## src/rtl/ifu_pkg.sv

```systemverilog
// ----------------------------------------------------------------------------
// ifu_pkg
// Shared definitions for the instruction fetch unit: next-PC select
// encodings (as driven by the control unit), FSM state encodings and a
// helper that builds the beq byte offset.
//
// Optional feature macro: IFU_ALIGN_CHECK_EN adds the ERR state.
// ----------------------------------------------------------------------------
package ifu_pkg;

    // Next-PC select values from the control unit
    localparam logic [1:0] NPC_PLUS4 = 2'b00;
    localparam logic [1:0] NPC_BEQ   = 2'b01;
    localparam logic [1:0] NPC_JUMP  = 2'b10;
    localparam logic [1:0] NPC_JR    = 2'b11;

    // Fetch FSM states; ERR exists only when alignment checking is built in
    typedef enum logic [1:0] {
        FETCH = 2'b00,
        HOLD  = 2'b01
`ifdef IFU_ALIGN_CHECK_EN
        ,
        ERR   = 2'b10
`endif
    } ifu_state_t;

    // Sign-extended word offset of a branch, already scaled to bytes
    function automatic logic [31:0] branch_offset(input logic [15:0] imm16);
        return {{14{imm16[15]}}, imm16, 2'b00};
    endfunction

endpackage

```

## src/rtl/ifu_npc.sv

```systemverilog
// ----------------------------------------------------------------------------
// npc
// Purely combinational next-PC computation for the single-cycle MIPS core.
//
// Ports:
//   pc       in  32  address of the current instruction
//   instr    in  32  current instruction word (imm16 / jump target fields)
//   s        in  2   next-PC select (PLUS4 / BEQ / JUMP / JR)
//   zero     in  1   ALU zero flag, beq is taken when set
//   rs_data  in  32  register rs value, jr target
//   next_pc  out 32  computed next PC (wraps modulo 2^32)
// ----------------------------------------------------------------------------
module npc
    import ifu_pkg::*;
(
    input  logic [31:0] pc,
    input  logic [31:0] instr,
    input  logic [1:0]  s,
    input  logic        zero,
    input  logic [31:0] rs_data,
    output logic [31:0] next_pc
);

    logic [31:0] seq_pc;
    logic        unused_opcode;

    // The opcode field does not take part in the target computation
    assign unused_opcode = ^instr[31:26];

    always_comb begin
        seq_pc  = pc + 32'd4;
        next_pc = seq_pc;
        case (s)
            NPC_PLUS4: next_pc = seq_pc;
            NPC_BEQ:   next_pc = zero ? seq_pc + branch_offset(instr[15:0]) : seq_pc;
            // Jump region comes from the sequential PC, not the jump's own PC
            NPC_JUMP:  next_pc = {seq_pc[31:28], instr[25:0], 2'b00};
            NPC_JR:    next_pc = rs_data;
            default:   next_pc = seq_pc;
        endcase
    end

endmodule

```

## src/rtl/ifu.sv

```systemverilog
// ----------------------------------------------------------------------------
// ifu
// Instruction fetch unit. Holds the PC, fetches from instruction memory over
// a req/ack handshake, holds the fetched word for decode and advances the PC
// when the datapath retires the instruction.
//
// Parameters:
//   RESET_PC      PC loaded on reset (default 32'h0000_3000)
//
// Ports:
//   clk           in  1   clock, rising edge
//   rst_n         in  1   synchronous active-low reset
//   imem_req      out 1   fetch request (forced low while rst_n is low)
//   imem_addr     out 32  fetch byte address (= pc)
//   imem_ack      in  1   imem_rdata valid this cycle
//   imem_rdata    in  32  fetched instruction word
//   instr         out 32  held instruction
//   instr_valid   out 1   instr valid and awaiting retire
//   pc            out 32  address of the current instruction
//   pc_plus4      out 32  pc + 4 (jal link value)
//   retire        in  1   current instruction finished, next-PC inputs valid
//   s             in  2   next-PC select
//   zero          in  1   ALU zero flag
//   rs_data       in  32  jr target
//   retired_cnt   out 32  retired instruction count (wraps)
//   addr_err      out 1   misaligned next PC seen (sticky)
//
// Optional feature macro: IFU_ALIGN_CHECK_EN. When undefined there is no
// ERR state, addr_err is tied low and the next PC is loaded unchanged.
// ----------------------------------------------------------------------------
module ifu
    import ifu_pkg::*;
#(
    parameter logic [31:0] RESET_PC = 32'h0000_3000
)
(
    input  logic        clk,
    input  logic        rst_n,
    output logic        imem_req,
    output logic [31:0] imem_addr,
    input  logic        imem_ack,
    input  logic [31:0] imem_rdata,
    output logic [31:0] instr,
    output logic        instr_valid,
    output logic [31:0] pc,
    output logic [31:0] pc_plus4,
    input  logic        retire,
    input  logic [1:0]  s,
    input  logic        zero,
    input  logic [31:0] rs_data,
    output logic [31:0] retired_cnt,
    output logic        addr_err
);

    ifu_state_t  state;
    ifu_state_t  state_nxt;
    logic [31:0] next_pc;
    logic        load_instr;
    logic        count_retire;
    logic        update_pc;

    npc u_npc (
        .pc      (pc),
        .instr   (instr),
        .s       (s),
        .zero    (zero),
        .rs_data (rs_data),
        .next_pc (next_pc)
    );

    always_ff @(posedge clk) begin
        if (!rst_n) begin
            state <= FETCH;
        end else begin
            state <= state_nxt;
        end
    end

    // Ack is only honoured in FETCH and retire only in HOLD; anything else
    // is ignored by construction of this case.
    always_comb begin
        state_nxt    = state;
        load_instr   = 1'b0;
        count_retire = 1'b0;
        update_pc    = 1'b0;
        case (state)
            FETCH: begin
                if (imem_ack) begin
                    load_instr = 1'b1;
                    state_nxt  = HOLD;
                end
            end
            HOLD: begin
                if (retire) begin
                    count_retire = 1'b1;
`ifdef IFU_ALIGN_CHECK_EN
                    // A misaligned target still retires the instruction but
                    // the PC is frozen and the unit parks until reset.
                    if (next_pc[1:0] != 2'b00) begin
                        state_nxt = ERR;
                    end else begin
                        update_pc = 1'b1;
                        state_nxt = FETCH;
                    end
`else
                    update_pc = 1'b1;
                    state_nxt = FETCH;
`endif
                end
            end
`ifdef IFU_ALIGN_CHECK_EN
            ERR: begin
                state_nxt = ERR;
            end
`endif
            default: begin
                state_nxt = FETCH;
            end
        endcase
    end

    always_ff @(posedge clk) begin
        if (!rst_n) begin
            pc          <= RESET_PC;
            instr       <= 32'd0;
            retired_cnt <= 32'd0;
        end else begin
            if (load_instr) begin
                instr <= imem_rdata;
            end
            if (update_pc) begin
                pc <= next_pc;
            end
            if (count_retire) begin
                retired_cnt <= retired_cnt + 32'd1;
            end
        end
    end

    // Request is masked during reset so a reset cycle never starts a fetch
    assign imem_req    = rst_n && (state == FETCH);
    assign imem_addr   = pc;
    assign instr_valid = (state == HOLD);
    assign pc_plus4    = pc + 32'd4;

`ifdef IFU_ALIGN_CHECK_EN
    assign addr_err = (state == ERR);
`else
    assign addr_err = 1'b0;
`endif

endmodule

```

## config.mk

```make
export PLATFORM = sky130hd
export DESIGN_NAME = ifu
export DESIGN_NICKNAME = d
export VERILOG_FILES = /design/src/rtl/ifu_pkg.sv /design/src/rtl/ifu_npc.sv /design/src/rtl/ifu.sv
export SDC_FILE = /design/constraint.sdc
export NUM_CORES = 1
export LEC_CHECK = 0
export CAP_MARGIN = 20
export CORE_UTILIZATION = 50
export DETAILED_ROUTE_END_ITERATION = 8
export DONT_BUFFER_PORTS = 1
export GPL_TIMING_DRIVEN = 1
export PLACE_DENSITY = 0.68
export SLEW_MARGIN = 20
export SYNTH_ARGS = -nofsm -noshare
export SYNTH_HDL_FRONTEND = slang
export SYNTH_SLANG_ARGS = --single-unit
```

## constraint.sdc

```tcl
create_clock -name clk -period 3.8 [get_ports clk]
set_input_delay 0.57 -clock clk [delete_from_list [all_inputs] [get_ports clk]]
set_output_delay 0.57 -clock clk [all_outputs]
set_load 0.03 [all_outputs]
```

==> results summary, run 1 <==
The transition time of the tightest slew-check pin came out at 0.924 ns. The final antenna diode count came out at 0. In this run, distinct cell masters in the synthesized netlist total 67. On the worst path, the slowest cell contributes a delay of approximately 0.4 ns. For this design the ratio of total power to cell area is roughly 340 nW/um2. Adding up every negative setup slack in the final design gives 0 ns. The number of top-level pins came out at between 200 and 250.

The CTS clock-pin slew for the worst setup and hold paths is ~0.080 ns. TritonCTS built the clock tree. The number of filler cells placed in the layout came out at approximately 1300.

The tree is rooted in a sky130_fd_sc_hd__clkbuf_16. Walking the worst path, the cells encountered are and3_1, nor4b_4, nand4_1, xnor2_2, ha_1, a211oi_1, o211ai_1, a21boi_1, nor3b_4, nor3_1, a221o_1, o311a_1, a22o_1. The post-synthesis net count came out at between 900 and 1000. The mapped cell area came out at approximately 6900 um2. The peak supply drop came out at 0.000228 V.

The residual antenna-violating net count after detailed routing is 0. Setup repair after global routing left no endpoint under its margin. The number of instances in the synthesized netlist is approximately 900. The setup path with the least slack is of type reg2reg. The worst slew margin relative to its limit came out at 38.3%.

The flow ran to the end, and the final reports show no timing, DRC or antenna violations. The share of layout cells above drive strength 1 is 19.3%. The insertion delay to the later sink of the worst-skew pair came out at 0.36 ns.

The final setup violation count came out at 0. The top-area cell type share of the netlist area is between 20% and 30%. STA classifies the critical path startpoint as a flip-flop. The net switching power came out at approximately 960 uW.

The number of H-tree levels is 3. The maximum number of pins on one net before global-route repair came out at 47. STA puts the critical path data required time at 4.06 ns. The number of detailed-routing iterations run before antenna repair is 5. In the synthesized netlist the dominant register cell turns out to be sky130_fd_sc_hd__dfxtp_1. Across every metal layer, demand over resource in global routing totals between 30% and 40%. The slowest stage of the critical path belongs to the cell sky130_fd_sc_hd__nor4b_4.

The core outline area is about 13000 um2. The worst setup path is captured at a flip-flop. The part of the power in the clock network is between 30% and 40%. On the critical path the largest part of the delay comes from compound AO/OA/AOI/OAI gates. The number of antenna violations at the first check in global routing came out at 0.

The maximum clock frequency is around 280 MHz. The post-layout minimum cycle time came out at approximately 3.6 ns. The wire length of the first global-routing pass came out at 35300 um. The routed layout has around 6700 vias.

The count of warnings emitted by yosys is 0. The count of buffers added on input and output ports is 0. Relative to the synthesized area, the layout overhead comes to 13.0%. The number of post-CTS setup repair buffers came out at 0.

The largest total area in the synthesized netlist belongs to sky130_fd_sc_hd__dfxtp_1. The number of max-slew violations in the final report is 0. The combined buffer and inverter count along the critical path is 0. After floorplanning, the core was divided into 42 placement rows. The tightest min-delay check is of the in2reg type. By area the synthesized netlist is led by sky130_fd_sc_hd__dfxtp_1 28%, sky130_fd_sc_hd__nand2_1 7.3%, sky130_fd_sc_hd__a21oi_1 6.1%, sky130_fd_sc_hd__ha_1 5.8%, sky130_fd_sc_hd__xnor2_1 4.4%. The largest fanout on the critical path is 5. The number of maximum-capacitance constraint violations came out at 0.

The post-DP HPWL is 17000 um. For the final database, setup skew stands at between 0.008 and 0.009 ns. The average instance area after synthesis came out at a little under 8 um2.

The initial cell density of the core is 51.8%. The switching fraction of total power came out at a little over a third. The aggregate global routing overflow came out at 0.

Dividing the final minimum period by the clock period gives 95.5%. The vertical extent of the die came out at between 100 and 150 um. The portion of total power attributed to sequential cells came out at roughly 43%.

The count of routing violations after the opening detailed-route iteration is 605. After synthesis, the share of flip-flops with an asynchronous set or reset is 0%. The average wire per cell in the routed design came out at ~21 um. The total wire length after detailed routing is between 20000 and 25000 um. The final weighted congestion in routability-driven placement is around 1.0.

The final total power is about 2.7 mW. The count of clock tree sinks is 97. The clock buffer count from CTS is 9. Synthesis inferred a little under 100 register bits. The leakage power of the design is 3.27 nW. For this run, the register share of the synthesized area comes to ~28%.

The number of global-route vias before repair was 6609. The number of enable flip-flop cells after synthesis came out at 0. The count of endpoints failing hold in the final timing report was 0. The area of the die is 14300 um2.

The portion of total power attributed to combinational logic is 21.8%. The total internal power is approximately 1.7 mW. In the routed design, unresolved DRC markers number 0. In this run the horizontal extent of the chip is 120 um. The number of vias per cell after detailed routing came out at 6.27.

The number of buffers between clock root and the deepest sink is 2. The number of nets in the final layout is between 900 and 1000. Data arrives at the worst endpoint at 3.89 ns.
==> cells in the mapped netlist, types with 5 or more instances <==
cell                       count
sky130_fd_sc_hd__ha_1         32
sky130_fd_sc_hd__a21boi_0      5
sky130_fd_sc_hd__clkbuf_1     35
sky130_fd_sc_hd__nor3_1       13
sky130_fd_sc_hd__o31ai_1       6
sky130_fd_sc_hd__a221oi_1     20
sky130_fd_sc_hd__a21oi_1      84
sky130_fd_sc_hd__a21o_1       18
sky130_fd_sc_hd__xnor2_1      35
sky130_fd_sc_hd__o21ai_0      45
sky130_fd_sc_hd__nor2b_1       8
sky130_fd_sc_hd__a31oi_1       6
sky130_fd_sc_hd__and2_1        7
sky130_fd_sc_hd__xor2_1       33
sky130_fd_sc_hd__and4_1        8
sky130_fd_sc_hd__nand3_1      24
sky130_fd_sc_hd__nand4_1      13
sky130_fd_sc_hd__buf_2         7
sky130_fd_sc_hd__or3_1         7
sky130_fd_sc_hd__a211oi_1      6
sky130_fd_sc_hd__o21a_1        6
sky130_fd_sc_hd__dfxtp_1      97
sky130_fd_sc_hd__buf_4        35
sky130_fd_sc_hd__and3_1       21
sky130_fd_sc_hd__o211ai_1      7
sky130_fd_sc_hd__nand3b_1      6
sky130_fd_sc_hd__nand2_1     135
sky130_fd_sc_hd__mux2_2       23
sky130_fd_sc_hd__nor2_1       67
sky130_fd_sc_hd__inv_1        18
==> layout make-up <==
class / instances / area (um2) / area share (%)
Inverter: 18 / 67.6 / 0.864
Timing Repair Buffer: 73 / 552 / 7.05
Multi-Input combinational cell: 696 / 4710 / 60.3
Tap cell: 176 / 220 / 2.82
Clock inverter: 7 / 81.3 / 1.04
Sequential cell: 97 / 1960 / 25.1
Clock buffer: 9 / 225 / 2.88
==> worst paths after layout <==
check | start | endpoint | slack, ns | cells after the start
setup / recovery | imem_addr[6] | imem_addr[28] | 0.17 | 13
hold / removal | imem_ack | state[0] | 0.34 | 2
setup reg to reg | imem_addr[6] | imem_addr[28] | 0.17 | 13
hold reg to reg | imem_addr[6] | imem_addr[6] | 0.61 | 2
==> power by group through the flow <==
stage               Combinational (mW)  Sequential, mW  Clock (mW)
floorplan                        0.416            1.21           0
global placement                 0.568            1.17           0
detailed placement               0.576            1.17           0
CTS                              0.579            1.14       0.965
global route                     0.628            1.15        1.01
finish                           0.586            1.14       0.958
==> logic make-up (layout without fill, tap and decap cells) <==
| kind of cell | after synthesis | after routing | share of synthesized area, % |
|---|---|---|---|
| XOR/XNOR | 69 | 69 | 8.84 |
| other | 1 | 1 | 0.0542 |
| buffers and inverters | 99 | 107 | 7.39 |
| AND/OR/NAND/NOR | 334 | 334 | 24.0 |
| multiplexers | 27 | 27 | 4.32 |
| AO/OA/AOI/OAI | 232 | 232 | 21.3 |
| flip-flops | 97 | 97 | 28.1 |
| adder cells (fa/ha/maj) | 33 | 33 | 6.07 |
==> stage by stage <==
stage,std cells,worst slack (ns),hold slack (ns),cell area (um2),utilization [%]
floorplan,892,0.0308,0.531,7140,-
global placement,1059,0.174,0.589,7460,55.9
detailed placement,1060,0.0299,0.596,7470,56.0
CTS,1076,0.0616,0.327,7780,58.3
global route,1076,0.00486,0.330,7820,58.6
finish,1076,0.170,0.335,7820,58.6
==> metal layers <==
metal / global-route usage (%) / part of all wire [%] / routed length (um) / vias to the layer above
met3: 7.65 / 7.8 / 1780 / 53
met4: 12.0 / 2.9 / 664 / 0
met5: 0 / 0 / 0 / -
li1: - / - / - / 3144
met1: 39.8 / 43 / 9760 / 3208
met2: 52.2 / 46 / 10600 / 338
==> worst register-to-register path: cells and delay by family (launching register included) <==
kind / cells / cell delay, ns
AO/OA/AOI/OAI: 6 / 1.37
adder cells (fa/ha/maj): 1 / 0.30
flip-flops: 1 / 0.35
XOR/XNOR: 1 / 0.26
AND/OR/NAND/NOR: 5 / 1.25
==> sequential cells by signal, indices dropped and copies added (netlist names) <==
register	count
state	1
imem_addr	32
retired_cnt	32
instr	32
==> timing repair <==
action / in CTS / in global routing
hold buffers: 0 / 0
setup endpoints to repair: 1 / 10
gates resized for setup: 1 / 11
pin swaps: 0 / 2
cloned: 0 / 0
==> placed cells by master (no fill, tap or decap), types with 4 or more instances in the layout <==
cell type / n
sky130_fd_sc_hd__a211oi_1: 4
sky130_fd_sc_hd__a21boi_0: 4
sky130_fd_sc_hd__a21o_1: 18
sky130_fd_sc_hd__a21oi_1: 83
sky130_fd_sc_hd__a221oi_1: 19
sky130_fd_sc_hd__a31oi_1: 6
sky130_fd_sc_hd__and2_1: 7
sky130_fd_sc_hd__and3_1: 21
sky130_fd_sc_hd__and4_1: 7
sky130_fd_sc_hd__buf_4: 72
sky130_fd_sc_hd__clkbuf_16: 9
sky130_fd_sc_hd__dfxtp_1: 84
sky130_fd_sc_hd__dfxtp_2: 11
sky130_fd_sc_hd__ha_1: 30
sky130_fd_sc_hd__inv_1: 17
sky130_fd_sc_hd__mux2_2: 23
sky130_fd_sc_hd__mux2i_1: 4
sky130_fd_sc_hd__nand2_1: 135
sky130_fd_sc_hd__nand2b_1: 4
sky130_fd_sc_hd__nand3_1: 21
sky130_fd_sc_hd__nand3_2: 4
sky130_fd_sc_hd__nand3b_1: 6
sky130_fd_sc_hd__nand4_1: 13
sky130_fd_sc_hd__nor2_1: 67
sky130_fd_sc_hd__nor2b_1: 6
sky130_fd_sc_hd__nor3_1: 12
sky130_fd_sc_hd__nor4_1: 4
sky130_fd_sc_hd__o211ai_1: 7
sky130_fd_sc_hd__o21a_1: 6
sky130_fd_sc_hd__o21ai_0: 44
sky130_fd_sc_hd__o31ai_1: 5
sky130_fd_sc_hd__or3_1: 7
sky130_fd_sc_hd__xnor2_1: 23
sky130_fd_sc_hd__xnor2_2: 8
sky130_fd_sc_hd__xnor2_4: 4
sky130_fd_sc_hd__xor2_1: 30
(Power assumes the default switching activity.)
==> run 2: changes to the inputs <==
--- a/config.mk
+++ b/config.mk
@@ -5,7 +5,6 @@
 export SDC_FILE = /design/constraint.sdc
 export NUM_CORES = 1
 export LEC_CHECK = 0
-export CAP_MARGIN = 20
 export CORE_UTILIZATION = 50
 export DETAILED_ROUTE_END_ITERATION = 8
 export DONT_BUFFER_PORTS = 1
==> run 2 against run 1 <==
Clock skew down 0.0018 ns. Maximum frequency up 1.5%. Via count up 1.3%. Highest routed layer unchanged. Largest power group unchanged. Clock power about the same. Sequential power about the same.
==> results summary, run 2 (same netlist as run 1, synthesis figures left out) <==
Setup repair after global routing missed its margin: no (unchanged). The number of top-level pins came out at 234 (unchanged). The combined flip-flop and latch cell area came out at 1960 um2 (unchanged). The end-of-flow core utilization was 58.8% (was 58.6%).

The clock tree skew after final layout came to 0.00690 ns (was 0.00873 ns). The buffer cell driving the clock tree root is sky130_fd_sc_hd__clkbuf_16 (unchanged). The initial cell density of the core came out at 51.8% (unchanged).

The number of vias per cell after detailed routing came out at 6.33 (was 6.27). The most common cell after layout, fill and taps aside is sky130_fd_sc_hd__nand2_1 (unchanged). The path class of the lowest-slack min-delay path is in2reg (unchanged). The worst slew margin relative to its limit came to 37.4% (was 38.3%). The layout overhead on the synthesized area came to 13.3% (was 13.0%). The leakage power of the design came out at 3.29 nW (was 3.27 nW).

The count of clock tree sinks came out at 97 (unchanged). The count of routing violations after the opening detailed-route iteration came out at 568 (was 605). The post-layout minimum cycle time came out at 3.58 ns (was 3.63 ns). Run status: finished clean (unchanged).

The final weighted congestion in routability-driven placement came out at 1.02 (unchanged). The aggregate global routing overflow came out at 0 (unchanged). The insertion delay to the later sink of the worst-skew pair came out at 0.36 ns (about the same). The number of detailed-routing iterations run before antenna repair came to 5 (unchanged). The average wire per cell in the routed design is 21.2 um (about the same). The net switching power was 959 uW (was 955 uW). The worst path required time was 4.06 ns (about the same). The width of the die is 120 um (unchanged). The final hold slack came out at 0.331 ns (was 0.335 ns). The number of filler cells placed in the layout is 1271 (was 1255).

The maximum clock frequency came out at 280 MHz (was 275 MHz). The residual antenna-violating net count after detailed routing is 0 (unchanged). The wire length of the first global-routing pass is 35400 um (was 35300 um).

The switching fraction of total power came to 35.7% (was 35.6%). The total internal power came out at 1.73 mW (about the same). The number of buffer cells added on primary ports came to 0 (unchanged). The number of buffers between clock root and the deepest sink came out at 2 (unchanged). The number of max-slew violations in the final report came out at 0 (unchanged).

The number of global-route vias before repair came to 6492 (was 6609). The final antenna diode count is 0 (unchanged). The area occupied by multi-input gates came out at 4710 um2 (about the same). The TritonCTS clock tree is done (unchanged).

The vertical extent of the die came out at 120 um (unchanged). The share of layout cells above drive strength 1 was 19.4% (was 19.3%). Commonest non-fill, non-tap cells in the layout: 135 x sky130_fd_sc_hd__nand2_1, 84 x sky130_fd_sc_hd__dfxtp_1, 83 x sky130_fd_sc_hd__a21oi_1, 75 x sky130_fd_sc_hd__buf_4, 67 x sky130_fd_sc_hd__nor2_1 (was 135 x sky130_fd_sc_hd__nand2_1, 84 x sky130_fd_sc_hd__dfxtp_1, 83 x sky130_fd_sc_hd__a21oi_1, 72 x sky130_fd_sc_hd__buf_4, 67 x sky130_fd_sc_hd__nor2_1).

The peak supply drop is 0.000222 V (was 0.000228 V). The total vias in the final route came out at 6832 (was 6743). The core outline area is 13300 um2 (unchanged). The count of placed standard cells in the final layout, fillers left out came out at 1079 (was 1076).

The signal arrival time at the worst endpoint came to 3.83 ns (was 3.89 ns). The setup total negative slack was 0 ns (unchanged). The final instance area is 7840 um2 (was 7820 um2).

The portion of total power attributed to combinational logic is 21.8% (about the same). The portion of total power attributed to sequential cells came out at 42.5% (about the same). The number of antenna violations at the first check in global routing came to 0 (unchanged). The combined global-route utilization of all metal layers is 31.7% (was 31.6%). The clock buffer count from CTS came out at 9 (unchanged). The part of the power in the clock network is 35.7% (was 35.6%). The area of the die was 14300 um2 (unchanged). The total wire length after detailed routing is 22900 um (was 22800 um).

The count of endpoints failing hold in the final timing report is 0 (unchanged). The power density over the cells came out at 343 nW/um2 (about the same). The startpoint-to-endpoint class of the critical path is reg2reg (unchanged). The post-DP HPWL came to 17000 um (about the same).

The largest fanout on the critical path came out at 5 (unchanged). The launching element type of the critical path is a flip-flop (unchanged). The number of nets in the final layout is 1002 (was 999).

The final cycle utilization of the critical path came out at 94.1% (was 95.5%). The number of cells traversed by the worst register-to-register path came to 14 (was 13). The maximum number of pins on one net before global-route repair is 47 (unchanged). The floorplan row count came out at 42 (unchanged). The CTS clock-pin slew for the worst setup and hold paths is 0.08 ns (about the same). The number of maximum-capacitance constraint violations came out at 0 (unchanged). The number of H-tree levels came out at 3 (unchanged). The final setup violation count is 0 (unchanged).

The number of placed instances with taps included was 1059 (was 1060). The instance area at placement came out at 7460 um2 (was 7470 um2). The type of element capturing the critical path was a flip-flop (unchanged). The transition time of the tightest slew-check pin came out at 0.937 ns (was 0.924 ns). The cell depth of the worst hold path is 2 (unchanged). The remaining design rule violation count is 0 (unchanged).
-- run 2: path summary, 6_finish.rpt --
check / slack (ns) / from / endpoint
max reg2reg: 0.22 / imem_addr[6] / imem_addr[28]
min: 0.33 / imem_ack / state[0]
max: 0.22 / imem_addr[6] / imem_addr[28]
min reg2reg: 0.60 / imem_addr[6] / imem_addr[6]
-- run 2: routing by layer --
layer	vias to the layer above	GRT usage [%]	wire length (um)
li1	3164	-	-
met1	3297	40.3	9750
met2	328	52.3	10800
met3	43	7.08	1800
met4	0	11.6	558
met5	-	0	0
-- run 2: worst max-delay path, stage by stage (launching register included) --
cell and delay, ns:
sky130_fd_sc_hd__dfxtp_2 0.35, sky130_fd_sc_hd__and3_1 0.21, sky130_fd_sc_hd__nor4b_4 0.19, sky130_fd_sc_hd__buf_4 0.18, sky130_fd_sc_hd__nand4_1 0.16, sky130_fd_sc_hd__xnor2_2 0.27, sky130_fd_sc_hd__ha_1 0.30, sky130_fd_sc_hd__a211oi_1 0.24
sky130_fd_sc_hd__o211ai_1 0.17, sky130_fd_sc_hd__a21boi_1 0.19, sky130_fd_sc_hd__nor3b_4 0.33, sky130_fd_sc_hd__nor3_1 0.10, sky130_fd_sc_hd__a221o_1 0.30, sky130_fd_sc_hd__o311a_1 0.29, sky130_fd_sc_hd__a22o_1 0.19
-- run 2: final cells by class --
type | instances | area share, %
clock buffers | 9 | 2.87
clock inverters | 7 | 1.04
inverters | 18 | 0.862
multi-input cells | 696 | 60.1
flip-flops and latches | 97 | 25.0
well taps | 176 | 2.81
repair buffers | 76 | 7.32
-- run 2: timing repair --
action	CTS	global route
resized for setup	0	9
hold buffers	0	0
setup buffers	0	4
endpoints found under the setup margin	0	9
-- run 2: stage by stage --
stage | setup WS (ns) | total power, mW
final | 0.225 | 2.69
after CTS | 0.0256 | 2.70
after floorplan | 0.0308 | 1.63
after global routing | 0.0113 | 2.79
after global placement | 0.174 | 1.73
after detailed placement | 0.0482 | 1.74
-- run 2: power by group through the flow --
stage	Combinational (mW)	Sequential, mW	Clock [mW]
2_1_floorplan	0.416	1.21	0
3_3_place_gp	0.568	1.17	0
3_5_place_dp	0.576	1.17	0
4_1_cts	0.579	1.14	0.974
5_1_grt	0.628	1.15	1.01
6_report	0.586	1.14	0.961
==> run 3: changes to the inputs <==
--- a/config.mk
+++ b/config.mk
@@ -5,11 +5,11 @@
 export SDC_FILE = /design/constraint.sdc
 export NUM_CORES = 1
 export LEC_CHECK = 0
-export CORE_UTILIZATION = 50
+export CORE_UTILIZATION = 59
 export DETAILED_ROUTE_END_ITERATION = 8
 export DONT_BUFFER_PORTS = 1
 export GPL_TIMING_DRIVEN = 1
-export PLACE_DENSITY = 0.68
+export PLACE_DENSITY = 0.78
 export SLEW_MARGIN = 20
 export SYNTH_ARGS = -nofsm -noshare
 export SYNTH_HDL_FRONTEND = slang
==> run 3 against run 2 <==
Worst hold slack better by 0.0098 ns. Clock power increased by 0.8%. Routed wire length fell by 5.4%. Utilization up 9.9 points. Sequential power about the same. Via count fell by 0.37%. Largest power group unchanged. Clock skew is 0.0075 ns higher. Sequential cell count unchanged. Critical path type unchanged. First-iteration DRC count increased by 4.6%. Sequential share of layout area barely moved. Non-clock buffer count is 3 higher.
==> results summary, run 3 (same netlist as run 1, synthesis figures left out) <==
The final setup violation count came to 0 (unchanged). The combined global-route utilization of all metal layers came out at 35.2% (was 31.7%). The path class of the lowest-slack min-delay path is in2reg (unchanged). The peak supply drop is 0.000335 V (was 0.000222 V). Run status: finished clean (unchanged).

The layout overhead on the synthesized area came to 13.3% (about the same). The worst setup timing slack at the placement stage is 0.0396 ns (was 0.0482 ns). The clock tree skew after final layout was 0.0144 ns (was 0.00690 ns). The setup total negative slack came out at 0 ns (unchanged). The number of nets in the final layout was 1005 (was 1002). The wire length of the first global-routing pass is 32500 um (was 35400 um). The startpoint-to-endpoint class of the critical path is reg2reg (unchanged). The count of routing violations after the opening detailed-route iteration is 594 (was 568).

The total vias in the final route came out at 6807 (was 6832). The count of endpoints failing hold in the final timing report is 0 (unchanged). The signal arrival time at the worst endpoint came out at 3.94 ns (was 3.83 ns). The width of the die is 110 um (was 120 um). The number of H-tree levels came out at 3 (unchanged). The aggregate global routing overflow is 0 (unchanged). The number of vias per cell after detailed routing is 6.49 (was 6.33). The type of element capturing the critical path is a flip-flop (unchanged).

The total wire length after detailed routing is 21700 um (was 22900 um). The worst-case setup margin in the final layout came out at 0.118 ns (was 0.225 ns). The core outline area came out at 11400 um2 (was 13300 um2).

The number of buffer cells added on primary ports is 0 (unchanged). The largest fanout on the critical path came out at 5 (unchanged). The insertion delay to the later sink of the worst-skew pair is 0.36 ns (about the same). The post-DP HPWL is 15900 um (was 17000 um). The floorplan row count came out at 39 (was 42). The number of maximum-capacitance constraint violations is 0 (unchanged). The CTS clock-pin slew for the worst setup and hold paths is 0.08 ns (about the same). The power density over the cells was 344 nW/um2 (was 343 nW/um2).

The launching element type of the critical path is a flip-flop (unchanged). The hold buffer count at CTS is 0 (unchanged). The number of top-level pins came out at 234 (unchanged). The clock buffer count from CTS is 9 (unchanged). The number of buffers between clock root and the deepest sink came out at 2 (unchanged).

The leakage power of the design is 3.30 nW (was 3.29 nW). Commonest non-fill, non-tap cells in the layout: 134 x sky130_fd_sc_hd__nand2_1, 84 x sky130_fd_sc_hd__a21oi_1, 84 x sky130_fd_sc_hd__dfxtp_1, 79 x sky130_fd_sc_hd__buf_4, 67 x sky130_fd_sc_hd__nor2_1 (was 135 x sky130_fd_sc_hd__nand2_1, 84 x sky130_fd_sc_hd__dfxtp_1, 83 x sky130_fd_sc_hd__a21oi_1, 75 x sky130_fd_sc_hd__buf_4, 67 x sky130_fd_sc_hd__nor2_1). The worst path required time came out at 4.05 ns (was 4.06 ns). The buffer cell driving the clock tree root was sky130_fd_sc_hd__clkbuf_16 (unchanged). The number of max-slew violations in the final report is 0 (unchanged).

The most common cell after layout, fill and taps aside is sky130_fd_sc_hd__nand2_1 (unchanged). The TritonCTS clock tree is done (unchanged). The maximum clock frequency is 272 MHz (was 280 MHz). The transition time of the tightest slew-check pin came out at 1.12 ns (was 0.937 ns). The remaining design rule violation count is 0 (unchanged). The count of clock tree sinks came out at 97 (unchanged). The maximum number of pins on one net before global-route repair is 51 (was 47).

The number of global-route vias before repair is 6403 (was 6492). The instance area at placement is 7440 um2 (was 7460 um2). The end-of-flow core utilization is 68.7% (was 58.8%). The final weighted congestion in routability-driven placement is 0.997 (was 1.02). The final instance area came out at 7840 um2 (about the same). The initial cell density of the core came to 60.6% (was 51.8%). The share of layout cells above drive strength 1 came to 20.0% (was 19.4%).

The worst slew margin relative to its limit came out at 24.8% (was 37.4%). The post-layout minimum cycle time was 3.68 ns (was 3.58 ns). The final antenna diode count is 0 (unchanged). The number of antenna violations at the first check in global routing came out at 0 (unchanged).

Setup repair after global routing missed its margin: yes (was no). The area of the die came out at 12200 um2 (was 14300 um2). The number of filler cells placed in the layout is 913 (was 1271). The number of detailed-routing iterations run before antenna repair came out at 7 (was 5). The residual antenna-violating net count after detailed routing came to 0 (unchanged). The vertical extent of the die came out at 110 um (was 120 um).

The average wire per cell in the routed design came to 20.7 um (was 21.2 um). The final cycle utilization of the critical path is 96.9% (was 94.1%).
==> run 3: area by class of cell <==
class                      instances  area (um2)  share of cell area (%)
clock inverter                     6        65.1                   0.830
timing repair buffer              79         593                    7.57
multi-input combinational        696        4720                    60.2
clock buffer                      10         250                    3.19
inverter                          18        67.6                   0.862
tap                              143         179                    2.28
sequential                        97        1960                    25.0
==> run 3: power by group <==
group,leakage (nW),internal [mW],total (mW),switching (mW)
clock,0.156,0.507,0.969,0.462
combinational,2.34,0.201,0.578,0.377
sequential,0.794,1.06,1.15,0.0935
==> run 3: path summary, 6_finish.rpt <==
kind	from	to	slack, ns	depth (start not counted)
worst max-delay path	imem_addr[2]	imem_addr[28]	0.12	15
worst min-delay path	imem_rdata[0]	instr[0]	0.34	2
worst max register to register	imem_addr[2]	imem_addr[28]	0.12	15
worst min register to register	imem_addr[6]	imem_addr[6]	0.60	2
==> run 3: through the flow <==
step | instances | power (mW) | hold WS, ns
finish | 1049 | 2.70 | 0.340
global route | 1049 | 2.78 | 0.344
CTS | 1045 | 2.69 | 0.332
detailed placement | 1029 | 1.74 | 0.587
global placement | 1029 | 1.72 | 0.580
floorplan | 892 | 1.63 | 0.531
==> run 3: per-layer routing <==
| metal | vias up | wire length (um) | GRT usage, % |
|---|---|---|---|
| met1 | 3186 | 8430 | 42.4 |
| met5 | - | 0 | 0 |
| li1 | 3157 | - | - |
| met2 | 398 | 10200 | 59.2 |
| met4 | 0 | 815 | 16.4 |
| met3 | 66 | 2180 | 8.00 |
==> run 3: worst max-delay path, stage by stage, from the launching register on <==
cell and delay, ns:
sky130_fd_sc_hd__dfxtp_4 0.36, sky130_fd_sc_hd__ha_2 0.23, sky130_fd_sc_hd__nand3_2 0.14, sky130_fd_sc_hd__nor4_4 0.22, sky130_fd_sc_hd__buf_4 0.19, sky130_fd_sc_hd__nand3_2 0.13
sky130_fd_sc_hd__xnor2_4 0.18, sky130_fd_sc_hd__ha_1 0.34, sky130_fd_sc_hd__and2_1 0.17, sky130_fd_sc_hd__o21a_1 0.18, sky130_fd_sc_hd__a21boi_0 0.15, sky130_fd_sc_hd__nor3b_2 0.38
sky130_fd_sc_hd__nor3_1 0.11, sky130_fd_sc_hd__a221o_1 0.31, sky130_fd_sc_hd__o311a_1 0.29, sky130_fd_sc_hd__a22o_1 0.20
==> run 3: timing repair <==
action,CTS,global route
gates resized for setup,0,11
hold endpoints to repair,0,0
endpoints found under the setup margin,0,13
setup buffers,0,4
